### src/rtl/cool_heat_scheduler_if.sv
// Bundle of request/actuator signals shared by the cool/heat scheduler and
// whatever sequences it (zone controller or testbench).
//   start      : evaluation request, honoured only while the scheduler is idle
//   heat_req   : per-zone heat demand
//   cool_req   : per-zone cool demand
//   heater_on  : heater actuator enable
//   cooler_on  : cooler actuator enable
//   fan_speed  : 0 off, 1 low, 2 mid, 3 high
//   busy       : scheduler is evaluating, in dead time or holding
//   done       : one-cycle pulse when an evaluation completes
// master = requester side, slave = scheduler side.
interface cool_heat_scheduler_if #(
    parameter int N_ZONES = 8
);
    logic                start;
    logic [N_ZONES-1:0]  heat_req;
    logic [N_ZONES-1:0]  cool_req;
    logic                heater_on;
    logic                cooler_on;
    logic [1:0]          fan_speed;
    logic                busy;
    logic                done;

    modport master (
        output start, heat_req, cool_req,
        input  heater_on, cooler_on, fan_speed, busy, done
    );

    modport slave (
        input  start, heat_req, cool_req,
        output heater_on, cooler_on, fan_speed, busy, done
    );
endinterface

### src/rtl/cool_heat_scheduler.sv
// Cool/heat plant sequencer.
// Each evaluation latches the zone request vectors, counts exclusive heat and
// cool requests, votes a mode (OFF/HEAT/COOL) with fan speed and drives the
// actuators while protecting the compressor: a newly started mode is held for
// MIN_ON cycles and any HEAT<->COOL reversal inserts DEADTIME cycles with both
// actuators off.
// Ports:
//   clk    : system clock, rising edge
//   rst_n  : asynchronous active-low reset; drops actuators immediately
//   bus    : cool_heat_scheduler_if.slave (start, heat_req, cool_req in;
//            heater_on, cooler_on, fan_speed, busy, done out, all registered)
module cool_heat_scheduler #(
    parameter int N_ZONES  = 8,
    parameter int THRESH   = 2,
    parameter int MIN_ON   = 16,
    parameter int DEADTIME = 8
) (
    input  logic                      clk,
    input  logic                      rst_n,
    cool_heat_scheduler_if.slave      bus
);

    localparam int PC_W  = $clog2(N_ZONES + 1);
    localparam int CNT_W = $clog2(MIN_ON + DEADTIME + 1);

    localparam logic [2:0] S_IDLE   = 3'd0;
    localparam logic [2:0] S_COUNT  = 3'd1;
    localparam logic [2:0] S_DECIDE = 3'd2;
    localparam logic [2:0] S_DEAD   = 3'd3;
    localparam logic [2:0] S_HOLD   = 3'd4;

    localparam logic [1:0] MODE_OFF  = 2'd0;
    localparam logic [1:0] MODE_HEAT = 2'd1;
    localparam logic [1:0] MODE_COOL = 2'd2;

    localparam logic [PC_W-1:0]  THRESH_C    = PC_W'(THRESH);
    localparam logic [PC_W-1:0]  FAN_LOW_MAX = PC_W'(2);
    localparam logic [PC_W-1:0]  FAN_MID_MAX = PC_W'(5);
    localparam logic [CNT_W-1:0] DEAD_LOAD   = CNT_W'(DEADTIME - 1);
    localparam logic [CNT_W-1:0] HOLD_LOAD   = CNT_W'(MIN_ON - 1);
    localparam logic [CNT_W-1:0] CNT_ONE     = CNT_W'(1);
    localparam logic [CNT_W-1:0] CNT_ZERO    = CNT_W'(0);

    // Number of set bits in a zone vector.
    function automatic logic [PC_W-1:0] popcount(input logic [N_ZONES-1:0] v);
        logic [PC_W-1:0] n;
        n = {PC_W{1'b0}};
        for (int i = 0; i < N_ZONES; i++) begin
            n = n + {{(PC_W-1){1'b0}}, v[i]};
        end
        return n;
    endfunction

    logic [2:0]         r_state;
    logic [1:0]         r_mode;
    logic [1:0]         r_pend_mode;
    logic [1:0]         r_pend_fan;
    logic [N_ZONES-1:0] r_h;
    logic [N_ZONES-1:0] r_c;
    logic [PC_W-1:0]    r_hc;
    logic [PC_W-1:0]    r_cc;
    logic [CNT_W-1:0]   r_cnt;
    logic               r_heater;
    logic               r_cooler;
    logic [1:0]         r_fan;
    logic               r_busy;
    logic               r_done;

    logic [1:0]         w_new_mode;
    logic [1:0]         w_new_fan;
    logic [PC_W-1:0]    w_max;
    logic               w_reversal;

    // Mode vote and fan level from the registered request counts.
    always_comb begin
        w_new_mode = MODE_OFF;
        w_new_fan  = 2'd0;
        w_max      = (r_hc > r_cc) ? r_hc : r_cc;

        // Ties fall through to OFF because neither strict comparison holds.
        if ((r_hc > r_cc) && (r_hc >= THRESH_C)) begin
            w_new_mode = MODE_HEAT;
        end else if ((r_cc > r_hc) && (r_cc >= THRESH_C)) begin
            w_new_mode = MODE_COOL;
        end else begin
            w_new_mode = MODE_OFF;
        end

        if (w_new_mode == MODE_OFF) begin
            w_new_fan = 2'd0;
        end else if (w_max <= FAN_LOW_MAX) begin
            w_new_fan = 2'd1;
        end else if (w_max <= FAN_MID_MAX) begin
            w_new_fan = 2'd2;
        end else begin
            w_new_fan = 2'd3;
        end

        w_reversal = ((r_mode == MODE_HEAT) && (w_new_mode == MODE_COOL)) ||
                     ((r_mode == MODE_COOL) && (w_new_mode == MODE_HEAT));
    end

    // Sequencer state, counters and registered actuator outputs.
    always_ff @(posedge clk or negedge rst_n) begin
        if (!rst_n) begin
            r_state     <= S_IDLE;
            r_mode      <= MODE_OFF;
            r_pend_mode <= MODE_OFF;
            r_pend_fan  <= 2'd0;
            r_h         <= {N_ZONES{1'b0}};
            r_c         <= {N_ZONES{1'b0}};
            r_hc        <= {PC_W{1'b0}};
            r_cc        <= {PC_W{1'b0}};
            r_cnt       <= CNT_ZERO;
            r_heater    <= 1'b0;
            r_cooler    <= 1'b0;
            r_fan       <= 2'd0;
            r_busy      <= 1'b0;
            r_done      <= 1'b0;
        end else begin
            r_done <= 1'b0;
            case (r_state)
                S_IDLE: begin
                    if (bus.start) begin
                        // Zones asking for both heat and cool cancel out.
                        r_h     <= bus.heat_req & ~bus.cool_req;
                        r_c     <= bus.cool_req & ~bus.heat_req;
                        r_busy  <= 1'b1;
                        r_state <= S_COUNT;
                    end else begin
                        r_state <= S_IDLE;
                    end
                end
                S_COUNT: begin
                    r_hc    <= popcount(r_h);
                    r_cc    <= popcount(r_c);
                    r_state <= S_DECIDE;
                end
                S_DECIDE: begin
                    if (w_reversal) begin
                        // Both actuators off; the new mode is applied after dead time.
                        r_heater    <= 1'b0;
                        r_cooler    <= 1'b0;
                        r_fan       <= 2'd0;
                        r_pend_mode <= w_new_mode;
                        r_pend_fan  <= w_new_fan;
                        r_cnt       <= DEAD_LOAD;
                        r_state     <= S_DEAD;
                    end else if ((w_new_mode == r_mode) && (w_new_mode != MODE_OFF)) begin
                        // Compressor already running in this mode: no new hold.
                        r_fan   <= w_new_fan;
                        r_done  <= 1'b1;
                        r_busy  <= 1'b0;
                        r_state <= S_IDLE;
                    end else if (w_new_mode != MODE_OFF) begin
                        r_heater <= (w_new_mode == MODE_HEAT);
                        r_cooler <= (w_new_mode == MODE_COOL);
                        r_fan    <= w_new_fan;
                        r_mode   <= w_new_mode;
                        r_cnt    <= HOLD_LOAD;
                        r_state  <= S_HOLD;
                    end else begin
                        r_heater <= 1'b0;
                        r_cooler <= 1'b0;
                        r_fan    <= 2'd0;
                        r_mode   <= MODE_OFF;
                        r_done   <= 1'b1;
                        r_busy   <= 1'b0;
                        r_state  <= S_IDLE;
                    end
                end
                S_DEAD: begin
                    if (r_cnt == CNT_ZERO) begin
                        r_heater <= (r_pend_mode == MODE_HEAT);
                        r_cooler <= (r_pend_mode == MODE_COOL);
                        r_fan    <= r_pend_fan;
                        r_mode   <= r_pend_mode;
                        r_cnt    <= HOLD_LOAD;
                        r_state  <= S_HOLD;
                    end else begin
                        r_cnt <= r_cnt - CNT_ONE;
                    end
                end
                S_HOLD: begin
                    if (r_cnt == CNT_ZERO) begin
                        r_done  <= 1'b1;
                        r_busy  <= 1'b0;
                        r_state <= S_IDLE;
                    end else begin
                        r_cnt <= r_cnt - CNT_ONE;
                    end
                end
                default: begin
                    r_state  <= S_IDLE;
                    r_mode   <= MODE_OFF;
                    r_heater <= 1'b0;
                    r_cooler <= 1'b0;
                    r_fan    <= 2'd0;
                    r_busy   <= 1'b0;
                end
            endcase
        end
    end

    assign bus.heater_on = r_heater;
    assign bus.cooler_on = r_cooler;
    assign bus.fan_speed = r_fan;
    assign bus.busy      = r_busy;
    assign bus.done      = r_done;

endmodule

### src/flat_wrapper.sv
// flat-port wrapper written by rule: the top's interface ports become plain ports
module cool_heat_scheduler_flat 
#(
    parameter int N_ZONES  = 8,
    parameter int THRESH   = 2,
    parameter int MIN_ON   = 16,
    parameter int DEADTIME = 8
)
  (clk, rst_n, bus_start, bus_heat_req, bus_cool_req, bus_heater_on, bus_cooler_on, bus_fan_speed, bus_busy, bus_done);
  cool_heat_scheduler_if #(.N_ZONES(N_ZONES)) bus_i ();
  input  logic clk;
  input  logic rst_n;
  input wire logic [$bits(bus_i.start)-1:0] bus_start;
  input wire logic [$bits(bus_i.heat_req)-1:0] bus_heat_req;
  input wire logic [$bits(bus_i.cool_req)-1:0] bus_cool_req;
  output wire logic [$bits(bus_i.heater_on)-1:0] bus_heater_on;
  output wire logic [$bits(bus_i.cooler_on)-1:0] bus_cooler_on;
  output wire logic [$bits(bus_i.fan_speed)-1:0] bus_fan_speed;
  output wire logic [$bits(bus_i.busy)-1:0] bus_busy;
  output wire logic [$bits(bus_i.done)-1:0] bus_done;
  assign bus_i.start = bus_start;
  assign bus_i.heat_req = bus_heat_req;
  assign bus_i.cool_req = bus_cool_req;
  assign bus_heater_on = bus_i.heater_on;
  assign bus_cooler_on = bus_i.cooler_on;
  assign bus_fan_speed = bus_i.fan_speed;
  assign bus_busy = bus_i.busy;
  assign bus_done = bus_i.done;
  cool_heat_scheduler #(.N_ZONES(N_ZONES), .THRESH(THRESH), .MIN_ON(MIN_ON), .DEADTIME(DEADTIME)) u_core (.clk(clk), .rst_n(rst_n), .bus(bus_i));
endmodule
### config.mk
export PLATFORM = sky130hd
export DESIGN_NAME = cool_heat_scheduler_flat
export DESIGN_NICKNAME = d
export VERILOG_FILES = /design/src/rtl/cool_heat_scheduler_if.sv /design/src/rtl/cool_heat_scheduler.sv /design/src/flat_wrapper.sv
export SDC_FILE = /design/constraint.sdc
export NUM_CORES = 1
export LEC_CHECK = 0
export ABC_CLOCK_PERIOD_IN_PS = 3170
export CAP_MARGIN = 0
export CELL_PAD_IN_SITES_DETAIL_PLACEMENT = 0
export CELL_PAD_IN_SITES_GLOBAL_PLACEMENT = 2
export CORE_UTILIZATION = 37
export DETAILED_ROUTE_END_ITERATION = 6
export HOLD_SLACK_MARGIN = 0.12
export PLACE_DENSITY = 0.88
export SLEW_MARGIN = 20
export SYNTH_ARGS = -nofsm -noshare
export SYNTH_HDL_FRONTEND = slang
export SYNTH_SLANG_ARGS = --single-unit
### constraint.sdc
create_clock -name clk -period 3.17 [get_ports clk]
set_input_delay 0.7925 -clock clk [delete_from_list [all_inputs] [get_ports clk]]
set_output_delay 0.7925 -clock clk [all_outputs]
set_load 0.1 [all_outputs]
==> impl_metrics.toml <==
[outcome]
status = "completed"

[synth]
synthesis.area_um2 = 2740
synth-edff-count = 0
yosysSeqAreaShare_pct = 40.1
ys_types = 58
ys_warn_count = 0
synthFlopType = "dfrtp_1"
async_flop_share_pct = 100
avgSynthCellArea_um2 = 9.73
synth_seq_cells = 44
syn_inst = 282
syn_nets = 320

[timing]
tns_ps = 0
period_needed_ps = 2950
fin_crit_sh_pct = 93.1
fmax_ghz = 0.339
drv_slew = 0
worst_pin_slew_ps = 567
rsz0062_at_grt = "no"
slew_headroom_pct = 62.2
finalHoldViolCount = 0
setup_viol = 0
finalClockSkew_ps = 7.03

[layout]
final_cells = 408
seqCellArea_um2 = 1100
antennaDiodeCount = 0
multiInputGateArea_um2 = 1500
final_nets = 346
drive_gt1_share_pct = 13.6
fillers = 738
area_growth_pct = 15.2

[grt]
grt_pass1_wl_um = 9170
grt_max_degree = 33
grt_pass1_vias = 1962
grt_use_total_pct = 15.1
overflow = 0
antenna_found_initial = 0

[drt]
drt_iter0_drc = 65
drcViolationCount = 0
vias = 1972
via_per_inst = 4.83
drt-wirelength-per-cell_um = 12.5
drt_pass1_iterations = 4
wirelength_um = 5090
ant_nets = 0

[clock_network]
cts_buffer_depth = 2
cts_hold_buffers = 0
cts_root_buffer = "clkbuf_8"
cts_setup_buffers = 0
clock-sinks = 44
clk_pin_slew_ps = 90
cts_tree = "done"
clk_latency_ps = 290
cts_buffers = 5
htree_num_levels = 2
post_cts_resized = 0

[flow_run]
max-cap-violations = 0

[setup_path]
startpoint_type = "flop"
crit_type = "reg2reg"
critical_path_arrival_ps = 3160
reg2regPathDepth = 9
path_max_fanout = 2
end_kind = "flop"
cp.required_ps = 3380

[floorplanning]
ios = 25
die_width_um = 88.1
initial_core_util_pct = 38.0
rows = 31
coreArea_um2 = 7210
die_h_um = 88.1
dieArea_um2 = 7760

[pwr]
powerDensity_nw_per_um2 = 1040
irDropWorstVdd_v = 0.000363
p_leak_nw = 1.41

[placement]
place_inst = 400
hpwlAfterDp_um = 3780
place.gp.congestion = 0.757
port_buffers = 24

[hold_path]
hold_class = "in2async"
-- kinds of logic after synthesis --
logic type | count (synthesis) | synth area share, %
compound gates | 73 | 19.3
xor+xnor | 2 | 0.639
fa+ha+maj | 19 | 10.9
buf+inv | 35 | 5.06
flops | 44 | 40.1
mux | 11 | 4.70
simple gates | 98 | 19.3
-- final cells by class --
type                       instances  area share, %
multi-input combinational        203           47.5
clock inverter                     2          0.317
inverter                          28           3.33
timing repair buffer              26           7.44
clock buffer                       6           2.61
sequential                        44           34.8
tap                               99           3.92
-- stage by stage --
stage	setup WS [ps]	hold slack [ps]	util (%)	total power, mW	area, um^2
final	218	479	43.8	3.29	3160
after floorplan	310	450	-	2.54	2740
after detailed placement	208	473	42.5	2.96	3070
after global placement	258	464	42.5	2.93	3070
after CTS	190	493	43.8	3.34	3160
after global routing	33.1	505	43.8	3.65	3160
-- critical path, stage by stage, from the launching register on --
cell	delay, ps
dfrtp_1	390
ha_1	270
inv_1	50
fa_1	500
fa_1	540
inv_1	50
fa_1	440
inv_1	90
fa_1	390
o21ai_0	150
-- where the power goes --
part / switching [mW] / internal [mW] / leakage (nW) / total [mW]
clock network: 0.193 / 0.174 / 0.0510 / 0.368
registers: 0.189 / 0.768 / 0.561 / 0.957
logic: 1.18 / 0.787 / 0.798 / 1.97
-- Yosys cell counts, drive strengths merged (2+ instances only) --
library cell	instances	area share [%]
nand3b	3	0.82
o21ai	31	5.7
mux2i	2	0.73
xor2	2	0.64
nand3	2	0.36
inv	28	3.8
fa	8	5.8
nor3	3	0.55
buf	2	0.55
a31oi	2	0.46
nor2	13	1.9
mux2	9	4.0
o211ai	3	1.3
a211oi	3	1.3
a21boi	2	0.55
a22o	4	1.6
o21a	2	0.55
ha	11	5.0
a21o	2	0.64
nand2b	22	5.6
nand2	41	5.6
or3	2	0.46
a21oi	12	2.6
dfrtp	44	40
a221oi	2	0.87
nor2b	4	1.2
o22a	2	0.64
clkbuf	5	0.68
-- placed cells by master, fill, tap and decap left out, types with 3 or more instances in the layout --
master / n
a21oi_1: 11
buf_4: 8
clkbuf_8: 6
clkdlybuf4s50_1: 17
dfrtp_1: 44
fa_1: 8
ha_1: 11
inv_1: 28
mux2_2: 5
nand2_1: 41
nand2b_1: 20
nand3b_1: 3
nor2_1: 12
nor2b_1: 3
nor3_1: 3
o21ai_0: 30
-- per-layer routing --
metal / share of wire [%] / vias to the layer above / routed length [um] / global-route usage, %
met3: 1.9 / 5 / 98 / 1.98
met1: 52 / 919 / 2660 / 21.4
li1: - / 1022 / - / -
met2: 45 / 26 / 2270 / 23.9
met4: 1.3 / 0 / 68 / 4.84
met5: 0 / - / 0 / 0
-- worst paths after layout --
path	startpoint	endpoint	slack, ps
setup / recovery	u_core.r_c[0]$_DFFE_PN0P_	u_core.r_cc[1]$_DFFE_PN0P_	220
hold / removal	rst_n	u_core.r_mode[1]$_DFFE_PN0P_	480
setup reg to reg	u_core.r_c[0]$_DFFE_PN0P_	u_core.r_cc[1]$_DFFE_PN0P_	220
hold reg to reg	u_core.r_h[2]$_DFFE_PN0P_	u_core.r_h[2]$_DFFE_PN0P_	490
max in group asynchronous	rst_n	u_core.r_h[2]$_DFFE_PN0P_	1980
min in group clk	u_core.r_h[2]$_DFFE_PN0P_	u_core.r_h[2]$_DFFE_PN0P_	490
-- flip-flops by register name (all words and copies together) (netlist names) --
register              flops
u_core.bus.busy           1
u_core.r_hc               4
u_core.bus.done           1
u_core.r_h                8
u_core.bus.fan_speed      2
u_core.r_mode             2
u_core.bus.heater_on      1
u_core.r_pend_fan         2
u_core.bus.cooler_on      1
u_core.r_pend_mode        2
u_core.r_c                8
u_core.r_cc               4
u_core.r_cnt              5
u_core.r_state            3
No activity file was read; power rests on OpenSTA's default activity.
